$ cat src/rtl/aes_spi_frontend_pkg.sv
// Shared AES frontend definitions: default sizes and FIPS-197 reference vectors.
package aes_spi_frontend_pkg;

  localparam int unsigned BLOCK_W_DEF = 128;
  localparam int unsigned CNT_W_DEF   = 8;

  // FIPS-197 Appendix C.1 (AES-128) plaintext, key and ciphertext
  localparam logic [127:0] FIPS_PT  = 128'h00112233445566778899aabbccddeeff;
  localparam logic [127:0] FIPS_KEY = 128'h000102030405060708090a0b0c0d0e0f;
  localparam logic [127:0] FIPS_CT  = 128'h69c4e0d86a7b0430d8cdb78070b4c55a;

endpackage

$ cat src/rtl/aes_spi_channel.sv
// One serial operand channel: shift register, saturating bit counter,
// frame-end detection and valid/pending commit of the received block.
module aes_spi_channel
  import aes_spi_frontend_pkg::*;
#(
  parameter int unsigned BLOCK_W = BLOCK_W_DEF,
  parameter int unsigned CNT_W   = CNT_W_DEF
) (
  input  logic               clk,
  input  logic               rst,
  input  logic               i_cs,
  input  logic               i_conflict,
  input  logic               i_mosi,
  input  logic               i_start,
  input  logic               i_ack,
  output logic               o_miso,
  output logic [BLOCK_W-1:0] o_block,
  output logic               o_valid
);

  logic [BLOCK_W-1:0] r_sr;
  logic [BLOCK_W-1:0] r_out;
  logic [CNT_W-1:0]   r_cnt;
  logic               r_cs_low;
  logic               r_spoil;
  logic               r_valid;
  logic               r_pend;

  logic w_shift;
  logic w_frame_end;
  logic w_good;
  logic w_abort;
  logic w_commit;

  // Frame classification and commit decision for the current cycle
  always_comb begin
    w_shift     = !i_cs && !i_conflict;
    w_frame_end = r_cs_low && i_cs;
    w_good      = w_frame_end && !r_spoil && (32'(r_cnt) >= 32'(BLOCK_W));
    w_abort     = w_frame_end && !w_good;
    // A good frame coinciding with ack counts as arriving after the ack
    w_commit    = (w_good && (!i_start || i_ack)) || (i_ack && r_pend && !w_abort);
  end

  // Shift, count, and commit state
  always_ff @(posedge clk or posedge rst) begin
    if (rst) begin
      r_sr     <= '0;
      r_out    <= '0;
      r_cnt    <= '0;
      r_cs_low <= 1'b0;
      r_spoil  <= 1'b0;
      r_valid  <= 1'b0;
      r_pend   <= 1'b0;
    end else begin
      r_cs_low <= !i_cs;
      if (w_shift) begin
        r_sr <= {r_sr[BLOCK_W-2:0], i_mosi};
        if (r_cnt != '1) r_cnt <= r_cnt + CNT_W'(1);
      end
      // A select conflict poisons any frame in progress until its end
      if (i_conflict) r_spoil <= 1'b1;
      if (w_frame_end) begin
        r_cnt   <= '0;
        r_spoil <= 1'b0;
      end
      if (i_ack) r_valid <= 1'b0;
      if (w_abort) begin
        r_pend <= 1'b0;
      end else if (w_good && i_start && !i_ack) begin
        r_pend <= 1'b1;
      end else if (w_commit) begin
        r_out   <= r_sr;
        r_valid <= 1'b1;
        r_pend  <= 1'b0;
      end
    end
  end

  assign o_miso  = !i_cs && r_sr[BLOCK_W-1];
  assign o_block = r_out;
  assign o_valid = r_valid;

endmodule

$ cat src/rtl/aes_spi_frontend.sv
// SPI-style operand loader for an AES core: data and key channels,
// select-conflict detection and the start/start_ack handshake.
module aes_spi_frontend
  import aes_spi_frontend_pkg::*;
#(
  parameter int unsigned BLOCK_W = BLOCK_W_DEF,
  parameter int unsigned CNT_W   = CNT_W_DEF
) (
  input  logic               clk,
  input  logic               rst,
  input  logic               cs1,
  input  logic               cs2,
  input  logic               mosi,
  output logic               misod,
  output logic               misok,
  output logic [BLOCK_W-1:0] data_out,
  output logic [BLOCK_W-1:0] key_out,
  output logic               start,
  input  logic               start_ack,
  output logic               err
);

  logic r_start;
  logic r_err;
  logic w_conflict;
  logic w_ack;
  logic w_valid_d;
  logic w_valid_k;

  assign w_conflict = !cs1 && !cs2;
  assign w_ack      = start_ack && r_start;

  // Start request and sticky conflict error
  always_ff @(posedge clk or posedge rst) begin
    if (rst) begin
      r_start <= 1'b0;
      r_err   <= 1'b0;
    end else begin
      if (w_ack) r_start <= 1'b0;
      else if (w_valid_d && w_valid_k) r_start <= 1'b1;
      if (w_conflict) r_err <= 1'b1;
    end
  end

  aes_spi_channel #(.BLOCK_W(BLOCK_W), .CNT_W(CNT_W)) u_data (
    .clk(clk), .rst(rst), .i_cs(cs1), .i_conflict(w_conflict), .i_mosi(mosi),
    .i_start(r_start), .i_ack(w_ack), .o_miso(misod), .o_block(data_out),
    .o_valid(w_valid_d)
  );

  aes_spi_channel #(.BLOCK_W(BLOCK_W), .CNT_W(CNT_W)) u_key (
    .clk(clk), .rst(rst), .i_cs(cs2), .i_conflict(w_conflict), .i_mosi(mosi),
    .i_start(r_start), .i_ack(w_ack), .o_miso(misok), .o_block(key_out),
    .o_valid(w_valid_k)
  );

  assign start = r_start;
  assign err   = r_err;

endmodule

$ cat config.mk
export PLATFORM = sky130hd
export DESIGN_NAME = aes_spi_frontend
export DESIGN_NICKNAME = d
export VERILOG_FILES = /design/src/rtl/aes_spi_frontend_pkg.sv /design/src/rtl/aes_spi_channel.sv /design/src/rtl/aes_spi_frontend.sv
export SDC_FILE = /design/constraint.sdc
export NUM_CORES = 1
export LEC_CHECK = 0
export ABC_AREA = 1
export CAP_MARGIN = 0
export CORE_ASPECT_RATIO = 0.5
export CORE_MARGIN = 10
export CORE_UTILIZATION = 55
export DETAILED_ROUTE_END_ITERATION = 10
export PLACE_DENSITY = 0.78
export SLEW_MARGIN = 10
export SYNTH_ARGS = -nofsm -noshare
export SYNTH_HDL_FRONTEND = slang
export SYNTH_SLANG_ARGS = --single-unit
$ cat constraint.sdc
create_clock -name clk -period 30.8 [get_ports clk]
set_input_delay 9.24 -clock clk [delete_from_list [all_inputs] [get_ports clk]]
set_output_delay 9.24 -clock clk [all_outputs]
set_load 0.03 [all_outputs]
==> metrics.txt, run 1 <==
WHS Path Cells=2; synthesized instance count=2254; worst skew pair latency=560 ps; most frequent cells in the layout=826 x nand2_1, 538 x dfrtp_1, 280 x nand3_1; worst hold slack=459.7 ps; GPL Wtd Cong=0.7842; cell count along the critical path=3; diode count=0; crit-path max cell delay=740 ps; placed cell count=2888; final hold vios=0; Final setup viols=0; FF-to-FF setup slack=27290 ps; commonest non-fill, non-tap cell in the layout=nand2_1; slowest CP cell=clkdlybuf4s50_1; design internal power=1.162 mW; cell taking the most area after synthesis=dfrtp_1; Overall Power=1.538 mW; # clock sinks=538; first-pass GRT wire length=80.17 mm; placed cell area=23620 um2; Die H=157.6 um; share of cells above drive strength 1=0.04395; total CTS buffers=47; number of global-route vias before repair=15425; CTS tree=built; Hold Startpoint=u_key.r_sr[67]; post-CTS setup buffers=0; Hold WC Path Type=register to register; Flop pwr share=0.537; via count=15599; Synth Net Count=2264; multi-input combinational cell area=6156 um2; synth top area cells=dfrtp_1 65%, nand2_1 15%, nand3_1 6.7%; fillers=2967; Crit path max-delay family=buffers and inverters; cell mode on critical path=clkdlybuf4s50_1; Worst Tran Pin Value=1118 ps; FMAX=49.93 MHz; CP Capture Type=output port; worst path arrival time=10790 ps; Sw Ratio=0.2445; post-layout min period=20030 ps; vias per cell=5.245; Netlist Area Pre-Place=20840 um2; combinational fraction of design power=0.063; max_cap viols=0; cts hold-fix bufs=0; GRT Util Overall=0.2083; worst flop-to-flop path startpoint=u_data.r_cs_low; routed len/inst=16.37 um; max_slew headroom=0.2544; Top Ports=266; RSZ-0062 raised after global routing=false; Slew Viols, Final=0; VDD IR max=0.03852 mV; Yosys Warn Count=0; Power per Cell Area=60.95 nW/um2; Total Wirelength=48.69 mm; htree depth=2; WP buf/inv=2; Clock power frac=0.400; DIE AREA=46540 um2; worst hold path endpoint=u_key.o_block[67]; net switching power=375.9 uW; Synth top area share=0.6461; 1st-iter DRT viols=1381; Overflow after GRT=0; FF-to-FF End=u_data.o_block[108]; fin cells=2974; setup TNS=0 ps; pin count of the biggest net entering global routing=173; synthesized flop and latch total=538; number of port buffers=265; Starting Density=0.5570; Yosys cell types=23; CTS Buffer Depth=3; Startpoint Class=primary input; number of antenna violations at the first check in global routing=0; DRT Pass-1 Iters=7; CP Cell Sequence=clkdlybuf4s50_1 > nor2_1 > clkdlybuf4s50_1; CP Launch Point=cs2; clk_skew=12.18 ps; FP Rows=50; Root Buffer=clkbuf_16; Reg clk slew, reported paths=70 ps; CTS resizes=0; Layout area overhead=21.09%; R2R cell count=7; Final nets=2453; design area=25230 um2; kind of critical path=primary input to output port; CORE AREA=37410 um2; synthesized area per cell=9.244 um2; critical path peak fanout=4; Die X=295.3 um; fin crit share=0.6503; Antenna Nets Post-Route=0; status=completed; half-perimeter wire length after placement=29.11 mm; Leakage=12.56 nW; Worst Path Required=21560 ps; Register Area=13460 um2; # DRC=0; Seq/Total Area, Yosys=0.6461
[kinds of logic after synthesis]
logic type / count (synthesis) / synth area share
AND/OR/NAND/NOR: 1141 / 0.2242
XOR/XNOR: 2 / 0.0008408
adder cells (fa/ha/maj): 4 / 0.002402
flip-flops: 538 / 0.6461
buffers and inverters: 297 / 0.06077
AO/OA/AOI/OAI: 272 / 0.06569
[registers in the layout, summed over array words and instances (netlist names), 8 cells and up]
name / cells
u_data.r_sr: 128
u_data.r_cnt: 8
u_key.r_sr: 128
u_key.r_cnt: 8
u_data.o_block: 128
u_key.o_block: 128
[tightest hold or removal path, stage by stage (launching register included)]
cell and delay (ps):
dfrtp_1 340, nand2_1 50, nand2_1 40
[per-layer routing]
metal,vias to the layer above,GRT usage,share of wire,routed length [um]
met1,7689,0.2637,0.42,20610
met4,0,0.06424,0.027,1326
met3,91,0.03090,0.036,1763
li1,7513,-,-,-
met2,306,0.3679,0.51,25000
met5,-,0,0,0
[final cells by class]
cell class,instances,area share
well taps,494,0.02450
flip-flops and latches,538,0.5336
repair buffers,280,0.1102
multi-input cells,1419,0.2440
inverters,157,0.02380
clock buffers,66,0.05430
clock inverters,20,0.009571
[through the flow]
stage | worst slack (ps) | util
after global routing | 10720 | 0.6744
after floorplan | 6523 | -
after CTS | 10750 | 0.6743
final | 10770 | 0.6744
after detailed placement | 10760 | 0.6312
after global placement | 10770 | 0.6312
[power groups by stage]
stage               Clock (mW)  Combinational (mW)  Sequential (mW)
global placement             0              0.0925            0.835
global route             0.658               0.117            0.835
CTS                      0.628              0.0993            0.825
detailed placement           0              0.0979            0.837
finish                   0.615              0.0970            0.826
floorplan                    0              0.0766            0.825
[worst max path at each step]
stage,endpoint,slack (ps)
finish,misok,10770
global route,misok,10720
CTS,misok,10750
detailed placement,misok,10760
global placement,misok,10770
floorplan,err,6520
[cell usage after synthesis]
master    count
a21oi_2       1
nand2_2       4
o21bai_1      1
inv_2         3
o21ai_1       4
buf_4        15
nand4_2       1
dfrtp_1     538
inv_1       153
nor2_1       21
xor2_1        2
o21ai_0     261
nand3_1     280
a31oi_1       1
nand2_1     828
clkbuf_1     50
or2_2         1
nor3b_1       1
nand4_1       5
a21oi_1       4
ha_1          4
clkinv_2      1
buf_2        75
(Power assumes the default switching activity.)
==> inputs of run 2 (changes only) <==
--- a/config.mk
+++ b/config.mk
@@ -9,9 +9,9 @@
 export CAP_MARGIN = 0
 export CORE_ASPECT_RATIO = 0.5
 export CORE_MARGIN = 10
-export CORE_UTILIZATION = 55
+export CORE_UTILIZATION = 50
 export DETAILED_ROUTE_END_ITERATION = 10
-export PLACE_DENSITY = 0.78
+export PLACE_DENSITY = 0.75
 export SLEW_MARGIN = 10
 export SYNTH_ARGS = -nofsm -noshare
 export SYNTH_HDL_FRONTEND = slang
==> constraint.sdc (replaced) <==
create_clock -name clk -period 17.4 [get_ports clk]
set_input_delay 5.22 -clock clk [delete_from_list [all_inputs] [get_ports clk]]
set_output_delay 5.22 -clock clk [all_outputs]
set_load 0.03 [all_outputs]
==> run 2 against run 1 <==
  * Critical path depth unchanged
  * Flip-flop and latch count stayed put
  * Cell count is 1.6% higher
  * Clock power is 64% higher
  * Core utilization is 5.7 points lower
  * Count of clock-buffer cells in the layout rose by 6
  * Register-to-register slack got worse by 13000 ps
  * Combinational power grew 77%
  * Critical path type unchanged
  * Critical endpoint is now misod
==> metrics.txt, run 2 (synthesis results as in run 1) <==
fillers=3422 (+15%); vias per cell=5.120 (-2.4%); status=completed; Util after Layout=0.6177 (-0.05667); max_cap viols=0 (unchanged); RSZ-0062 raised after global routing=false; Overflow after GRT=0 (unchanged); commonest non-fill, non-tap cell in the layout=nand2_1; final worst slack=5609 ps (-5163 ps); Root Buffer=clkbuf_16; net switching power=649.3 uW (+73%); most frequent cells in the layout=826 x nand2_1, 538 x dfrtp_1, 280 x nand3_1; share of cells above drive strength 1=0.04351 (-0.0004383); CTS resizes=0 (unchanged); Worst Path Required=12180 ps (-9380 ps); fin crit share=0.6776; Final setup viols=0 (unchanged); Clock power frac=0.383 (-0.017); FF-to-FF End=u_data.o_block[76]; Startpoint Class=primary input; VDD IR max=0.06631 mV (+72%); Hold WC Path Type=register to register; FF-to-FF setup slack=14200 ps (-13090 ps); via count=15472 (-0.81%); number of port buffers=265 (unchanged); Total Wirelength=48.61 mm (-0.18%); worst flop-to-flop path startpoint=u_data.r_cs_low; CP Cell Sequence=clkdlybuf4s50_1 > nor2_1 > clkdlybuf4s50_1; Worst Tran Pin Value=1009 ps (-109.3 ps); setup TNS=0 ps (unchanged); 1st-iter DRT viols=1043 (-24%); combinational fraction of design power=0.065 (+0.002); Antenna Nets Post-Route=0 (unchanged); total CTS buffers=46 (-2.1%); CTS Buffer Depth=3 (unchanged); Die X=308.7 um (+4.6%); first-pass GRT wire length=79.86 mm (-0.39%); post-layout min period=11790 ps; worst path arrival time=6570 ps (-4220 ps); half-perimeter wire length after placement=29.95 mm (+2.9%); Layout area overhead=20.95%; final hold vios=0 (unchanged); Hold Startpoint=u_data.r_sr[53]; cell mode on critical path=clkdlybuf4s50_1; max_slew headroom=0.3273 (+0.07288); post-CTS setup buffers=0 (unchanged); Top Ports=266 (unchanged); FP Rows=52 (+4.0%); Leakage=12.53 nW (-0.28%); WHS Path Cells=2 (unchanged); Sw Ratio=0.2452 (+0.0007271); diode count=0 (unchanged); Starting Density=0.5108 (-0.04619); dpl ws=5597 ps (-5168 ps); # DRC=0 (unchanged); Power per Cell Area=105.1 nW/um2 (+72%); GPL Wtd Cong=0.7484 (-4.6%); number of global-route vias before repair=15184 (-1.6%); CORE AREA=40790 um2 (+9.0%); design internal power=1.999 mW (+72%); clk_skew=14.01 ps (+1.836 ps); Flop pwr share=0.552 (+0.015); GRT Util Overall=0.1893 (-0.01901); critical path peak fanout=4 (unchanged); Reg clk slew, reported paths=70 ps (about the same); pin count of the biggest net entering global routing=89 (-49%); DIE AREA=50730 um2 (+9.0%); Die H=164.4 um (+4.3%); Slew Viols, Final=0 (unchanged); Final nets=2458 (+0.20%); # clock sinks=538 (unchanged); slowest CP cell=clkdlybuf4s50_1; htree depth=2 (unchanged); R2R cell count=8 (+1); routed len/inst=16.08 um (-1.8%); cts hold-fix bufs=0 (unchanged); CP Capture Type=output port; worst hold path endpoint=u_data.o_block[53]; worst skew pair latency=550 ps (about the same); FMAX=84.81 MHz; crit-path max cell delay=690 ps (-50 ps); CTS tree=built; DRT Pass-1 Iters=5 (-2); number of antenna violations at the first check in global routing=0 (unchanged); kind of critical path=primary input to output port
-- run 2: cell types whose count changed in the layout (fill, tap and decap cells not counted), moves of 2 or more --
cell,previous run,this run
clkbuf_16,49,47
clkbuf_8,8,13
bufinv_16,5,1
clkbuf_1,9,12
buf_4,13,20
clkinv_2,15,11
-- run 2: worst max-delay path: cells and delay by family --
kind	cells	cell delay, ps
AND/OR/NAND/NOR	1	140
buffers and inverters	2	1210
-- run 2: routing by layer --
| metal | vias to the layer above | routed length [um] | track usage | share of wire |
|---|---|---|---|---|
| met4 | 0 | 740 | 0.04197 | 0.015 |
| met5 | - | 0 | 0 | 0 |
| li1 | 7535 | - | - | - |
| met3 | 55 | 1718 | 0.02712 | 0.035 |
| met1 | 7643 | 20630 | 0.2376 | 0.42 |
| met2 | 239 | 25520 | 0.3446 | 0.52 |
-- run 2: cell type report --
class	instances	area (um2)	share of cell area
sequential	538	13460	0.5342
clock buffer	72	1400	0.05556
multi-input combinational	1419	6156	0.2443
clock inverter	10	78.83	0.003128
tap	540	675.6	0.02681
timing repair buffer	286	2830	0.1123
inverter	157	596.8	0.02368
-- run 2: power by group through the flow --
stage                     clock (mW)  sequential, mW  combinational [mW]
after floorplan                    0            1.46               0.136
after global placement             0            1.48               0.165
after detailed placement           0            1.48               0.174
after CTS                       1.04            1.46               0.176
after global routing            1.09            1.48               0.208
final                           1.01            1.46               0.172
-- run 2: through the flow --
stage / area (um2) / hold WS, ps / cells / total power, mW
floorplan: 20840 / 441.9 / 2254 / 1.597
global placement: 23690 / 446.0 / 2939 / 1.643
detailed placement: 23690 / 450.8 / 2939 / 1.656
CTS: 25170 / 466.1 / 3021 / 2.675
global route: 25200 / 479.6 / 3022 / 2.778
finish: 25200 / 463.0 / 3022 / 2.648
-- run 2: worst max path at each step --
stage | from | endpoint | slack [ps] | cells after the start
finish | cs1 | misod | 5610 | 3
global route | cs2 | misok | 5580 | 3
CTS | cs1 | misod | 5600 | 3
detailed placement | cs1 | misod | 5600 | 3
global placement | cs2 | misok | 5610 | 3
floorplan | rst | err | 4860 | 1
==> inputs of run 3 (changes only) <==
==> constraint.sdc (replaced) <==
create_clock -name clk -period 10.2 [get_ports clk]
set_input_delay 3.06 -clock clk [delete_from_list [all_inputs] [get_ports clk]]
set_output_delay 3.06 -clock clk [all_outputs]
set_load 0.03 [all_outputs]
==> run 3 against run 2 <==
  * Routed wire length grew 0.82%
  * First-iteration DRC count rose by 29%
  * Setup slack worse by 2900 ps
  * Flip-flop and latch count unchanged
  * Critical path depth is the same
  * Count of clock-buffer cells in the layout decreased by 4
  * Sequential power is 71% higher
  * Die area is the same
  * Total power grew 73%
  * Largest power group unchanged
==> metrics.txt, run 3 (synthesis results as in run 1) <==
status=completed; CP Capture Type=output port; final worst slack=2724 ps (-2885 ps); Overflow after GRT=0 (unchanged); CP Cell Sequence=clkdlybuf4s50_1 > nor2_1 > clkdlybuf4s50_1; post-CTS setup buffers=0 (unchanged); # DRC=0 (unchanged); cell mode on critical path=clkdlybuf4s50_1; combinational fraction of design power=0.064 (about the same); RSZ-0062 raised after global routing=false; number of port buffers=265 (unchanged); GPL Wtd Cong=0.7562 (+1.0%); Power per Cell Area=181.3 nW/um2 (+73%); Die X=308.7 um (unchanged); WP buf/inv=2 (unchanged); crit-path max cell delay=680 ps (about the same); slowest CP cell=clkdlybuf4s50_1; critical path peak fanout=4 (unchanged); vias per cell=5.147 (+0.52%); 1st-iter DRT viols=1343 (+29%); FMAX=133.8 MHz; # clock sinks=538 (unchanged); first-pass GRT wire length=81.47 mm (+2.0%); Hold WC Path Type=register to register; dpl ws=2713 ps (-2884 ps); worst skew pair latency=560 ps (about the same); number of global-route vias before repair=15393 (+1.4%); Final setup viols=0 (unchanged); setup TNS=0 ps (unchanged); design internal power=3.468 mW (+74%); CTS Buffer Depth=3 (unchanged); Overall Power=4.574 mW (+73%); Reg clk slew, reported paths=60 ps (about the same); Flop pwr share=0.545 (-0.007); Crit path max-delay family=buffers and inverters; Starting Density=0.5108 (unchanged); CORE AREA=40790 um2 (unchanged); CTS resizes=0 (unchanged); Util after Layout=0.6185 (+0.0007060); most frequent cells in the layout=826 x nand2_1, 538 x dfrtp_1, 280 x nand3_1; htree depth=2 (unchanged); Total Wirelength=49.01 mm (+0.82%); post-layout min period=7476 ps; routed len/inst=16.25 um (+1.0%); Slew Viols, Final=0 (unchanged); Antenna Nets Post-Route=0 (unchanged); Root Buffer=clkbuf_16; worst hold slack=464.0 ps (+1.085 ps); CTS tree=built; number of antenna violations at the first check in global routing=0 (unchanged); Layout area overhead=21.08%; Startpoint Class=primary input; Clock power frac=0.391 (+0.008); DRT Pass-1 Iters=7 (+2); via count=15522 (+0.32%); cts hold-fix bufs=0 (unchanged); Top Ports=266 (unchanged); net switching power=1.105 mW (+70%); Worst Path Required=7140 ps (-5040 ps); VDD IR max=0.1392 mV (+110%); max_cap viols=0 (unchanged); Sw Ratio=0.2417 (-0.003506); final hold vios=0 (unchanged); Leakage=12.53 nW (about the same); pin count of the biggest net entering global routing=181 (+100%); commonest non-fill, non-tap cell in the layout=nand2_1; FP Rows=52 (unchanged); Final nets=2457 (-0.041%); total CTS buffers=47 (+2.2%); DIE AREA=50730 um2 (unchanged); max_slew headroom=0.1705 (-0.1568); worst path arrival time=4420 ps (-2150 ps); fin crit share=0.7330; half-perimeter wire length after placement=29.41 mm (-1.8%); diode count=0 (unchanged); Die H=164.4 um (unchanged); GRT Util Overall=0.1939 (+0.004689); kind of critical path=primary input to output port; Worst Tran Pin Value=1244 ps (+235.3 ps); share of cells above drive strength 1=0.04120 (-0.002318); clk_skew=15.30 ps (+1.289 ps)
-- run 3: changes by cell type in the layout (fill, tap and decap cells not counted), sizes merged --
cell / delta
buf: -2
bufinv: +3
clkbuf: -4
clkinv: -2
inv: -1
-- run 3: final timing paths --
path / startpoint / to / slack, ps / cells after the start
worst max-delay path: cs1 / misod / 2720 / 3
worst min-delay path: u_key.r_sr[61] / u_key.o_block[61] / 460 / 2
worst max register to register: u_data.r_cs_low / u_data.o_block[69] / 6980 / 8
worst min register to register: u_key.r_sr[61] / u_key.o_block[61] / 460 / 2
max in group asynchronous: rst / u_data.r_sr[100] / 5630 / 4
min in group asynchronous: rst / u_key.o_block[26] / 3130 / 3
-- run 3: power by group through the flow --
| stage | clock network [mW] | registers [mW] | logic [mW] |
|---|---|---|---|
| global route | 1.93 | 2.52 | 0.356 |
| floorplan | 0 | 2.49 | 0.232 |
| finish | 1.79 | 2.49 | 0.293 |
| detailed placement | 0 | 2.53 | 0.299 |
| global placement | 0 | 2.52 | 0.284 |
| CTS | 1.83 | 2.49 | 0.302 |
-- run 3: worst register-to-register path: cells and delay by family (launching register included) --
kind                   cells  cell delay [ps]
DFF                        1              370
buffers and inverters      2              880
and+or+nand+nor            6             1900
-- run 3: layer usage --
layer | up-vias | global-route usage | share of wire
met5 | - | 0 | 0
met4 | 0 | 0.05581 | 0.025
met3 | 89 | 0.02789 | 0.037
met2 | 275 | 0.3461 | 0.52
met1 | 7646 | 0.2445 | 0.42
li1 | 7512 | - | -
-- run 3: per-stage QoR --
stage	instance area [um2]	std cells
after CTS	25230	3016
final	25230	3016
after global placement	23710	2938
after floorplan	20840	2254
after detailed placement	23710	2938
after global routing	25230	3016
-- run 3: final cells by class --
cell class / instances / area [um2]
Inverter: 157 / 596.8
Sequential cell: 538 / 13460
Fill cell: 3440 / 15560
Multi-Input combinational cell: 1419 / 6156
Tap cell: 540 / 675.6
Clock buffer: 68 / 1368
Timing Repair Buffer: 284 / 2820
Clock inverter: 10 / 150.1
==> edit, RTL diff (settings of run 1) <==
`CNT_W_DEF`: 8 -> 6.
--- a/src/rtl/aes_spi_frontend_pkg.sv
+++ b/src/rtl/aes_spi_frontend_pkg.sv
@@ -2,7 +2,7 @@
 package aes_spi_frontend_pkg;
 
   localparam int unsigned BLOCK_W_DEF = 128;
-  localparam int unsigned CNT_W_DEF   = 8;
+  localparam int unsigned CNT_W_DEF   = 6;
 
   // FIPS-197 Appendix C.1 (AES-128) plaintext, key and ciphertext
   localparam logic [127:0] FIPS_PT  = 128'h00112233445566778899aabbccddeeff;
Formal check against the unedited RTL: same outputs for any inputs over 4 cycles, from zero or initial values and one cycle with rst high; that may be too few to reach the edited logic, so the function may still have changed.
==> edit against run 1 <==
- sequential cell count decreased by 280
- largest cell class unchanged
- total power decreased by 54%
- register-to-register slack improved by 2.8 ns
- synthesized cell count decreased by 39%
- wire length decreased by 57%
- synthesized area decreased by 41%
- core utilization decreased by 13 points
- clock power decreased by 54%
- largest power group unchanged
- final area decreased by 53%
- combinational power decreased by 23%
- via count decreased by 51%
- worst setup slack improved by 0.27 ns
==> edit: results (changes against run 1) <==
Status
  – Status: finished, final reports clean

Worst hold path
  – Worst hold path endpoint: u_key.r_sr[30]$_DFFE_PP0P_

Final layout
  – Register area: 0.00646 mm2 (-52%)
  – Share of layout cells above drive strength 1: 3.49% (-0.91 points)
  – FILL cells: 1853 (-38%)

Global routing
  – Vias in the first global route: 7213 (-53%)
  – Total Routing Usage GR: 14.0% (-6.8 points)
  – Largest net degree at the start of global routing: 129 (-25%)
  – First-pass GRT wire length: 35900 um (-55%)
  – M3 GR Usage: 3.52% (+0.43 points)
  – M1 GR Usage: 17.2% (-9.1 points)

STA
  – Setup Skew: 0.00591 ns (-0.00627 ns)
  – Period utilisation layout: 64.2% (-0.88 points)
  – Final hold slack: 0.468 ns (+0.00857 ns)

Worst setup path
  – CP Capture Point: misod
  – Crit path max fanout: 60 (+56)
  – Reg2Reg Capture Point: u_data.r_sr[76]$_DFFE_PP0P_
  – RR Startpoint: u_data.r_sr[75]$_DFFE_PP0P_

Power and ir drop
  – Power share of the clock group: 39.8% (-0.2 points)
  – Logic pwr share: 10.5% (+4.2 points)
  – Maximum VDD drop: 33.2 uV (-14%)
  – LEAKAGE: 0.00698 uW (-44%)
  – Internal power: 518 uW (-55%)
  – Tot Pwr: 708 uW (-54%)

Synthesis
  – Synth top area share: 52.6% (-12 points)
  – Synth Area in Compound Gates: 0.0612% (-6.5 points)
  – Post-synthesis adder-cell area fraction: 0% (-0.24 points)

Detailed routing
  – Vias per Instance: 4.68 (-11%)
  – First DRT Iteration DRCs: 858 (-38%)
  – WL/cell: 12.8 um (-22%)
  – Met3 WL: 1440 um (-18%)
  – Wl on met1: 8580 um (-58%)

Place
  – Post-DP Area: 0.0112 mm2 (-53%)
  – Placed cells: 1610 (-44%)
  – Post-DP HPWL: 12900 um (-56%)

CTS
  – Num CTS Buffers: 23 (-51%)
  – H-tree depth: 1 (-1)
-- edit: cell types whose count changed after synthesis, sizes merged, moves of 2 or more --
cell           run 1  this run
nand2            832       514
nor2              21         3
inv              156         6
xor2               2         0
clkbuf            50         2
nand4              6         0
a21oi              5         0
ha                 4         0
dfrtp            538       258
o21ai            265         0
nand3            280       256
buf               90       340
-- edit: final cells by class --
cell class              count  area share, %
flip-flops and latches    258           54.0
well taps                 300           3.14
inverters                   6          0.272
multi-input cells        1030           35.3
clock inverters             5          0.628
clock buffers              33           5.54
repair buffers             16           1.15
-- edit: cell families (layout without fill, tap and decap cells) --
group / after synthesis / after routing
AOI/OAI and AO/OA: 1 / 1
buffers and inverters: 348 / 60
DFF: 258 / 258
other: 1 / 256
and+or+nand+nor: 773 / 773
-- edit: worst min-delay path, delay by kind of cell (launching register included) --
kind,cells,cell delay (ns)
DFF,1,0.34
and+or+nand+nor,2,0.10
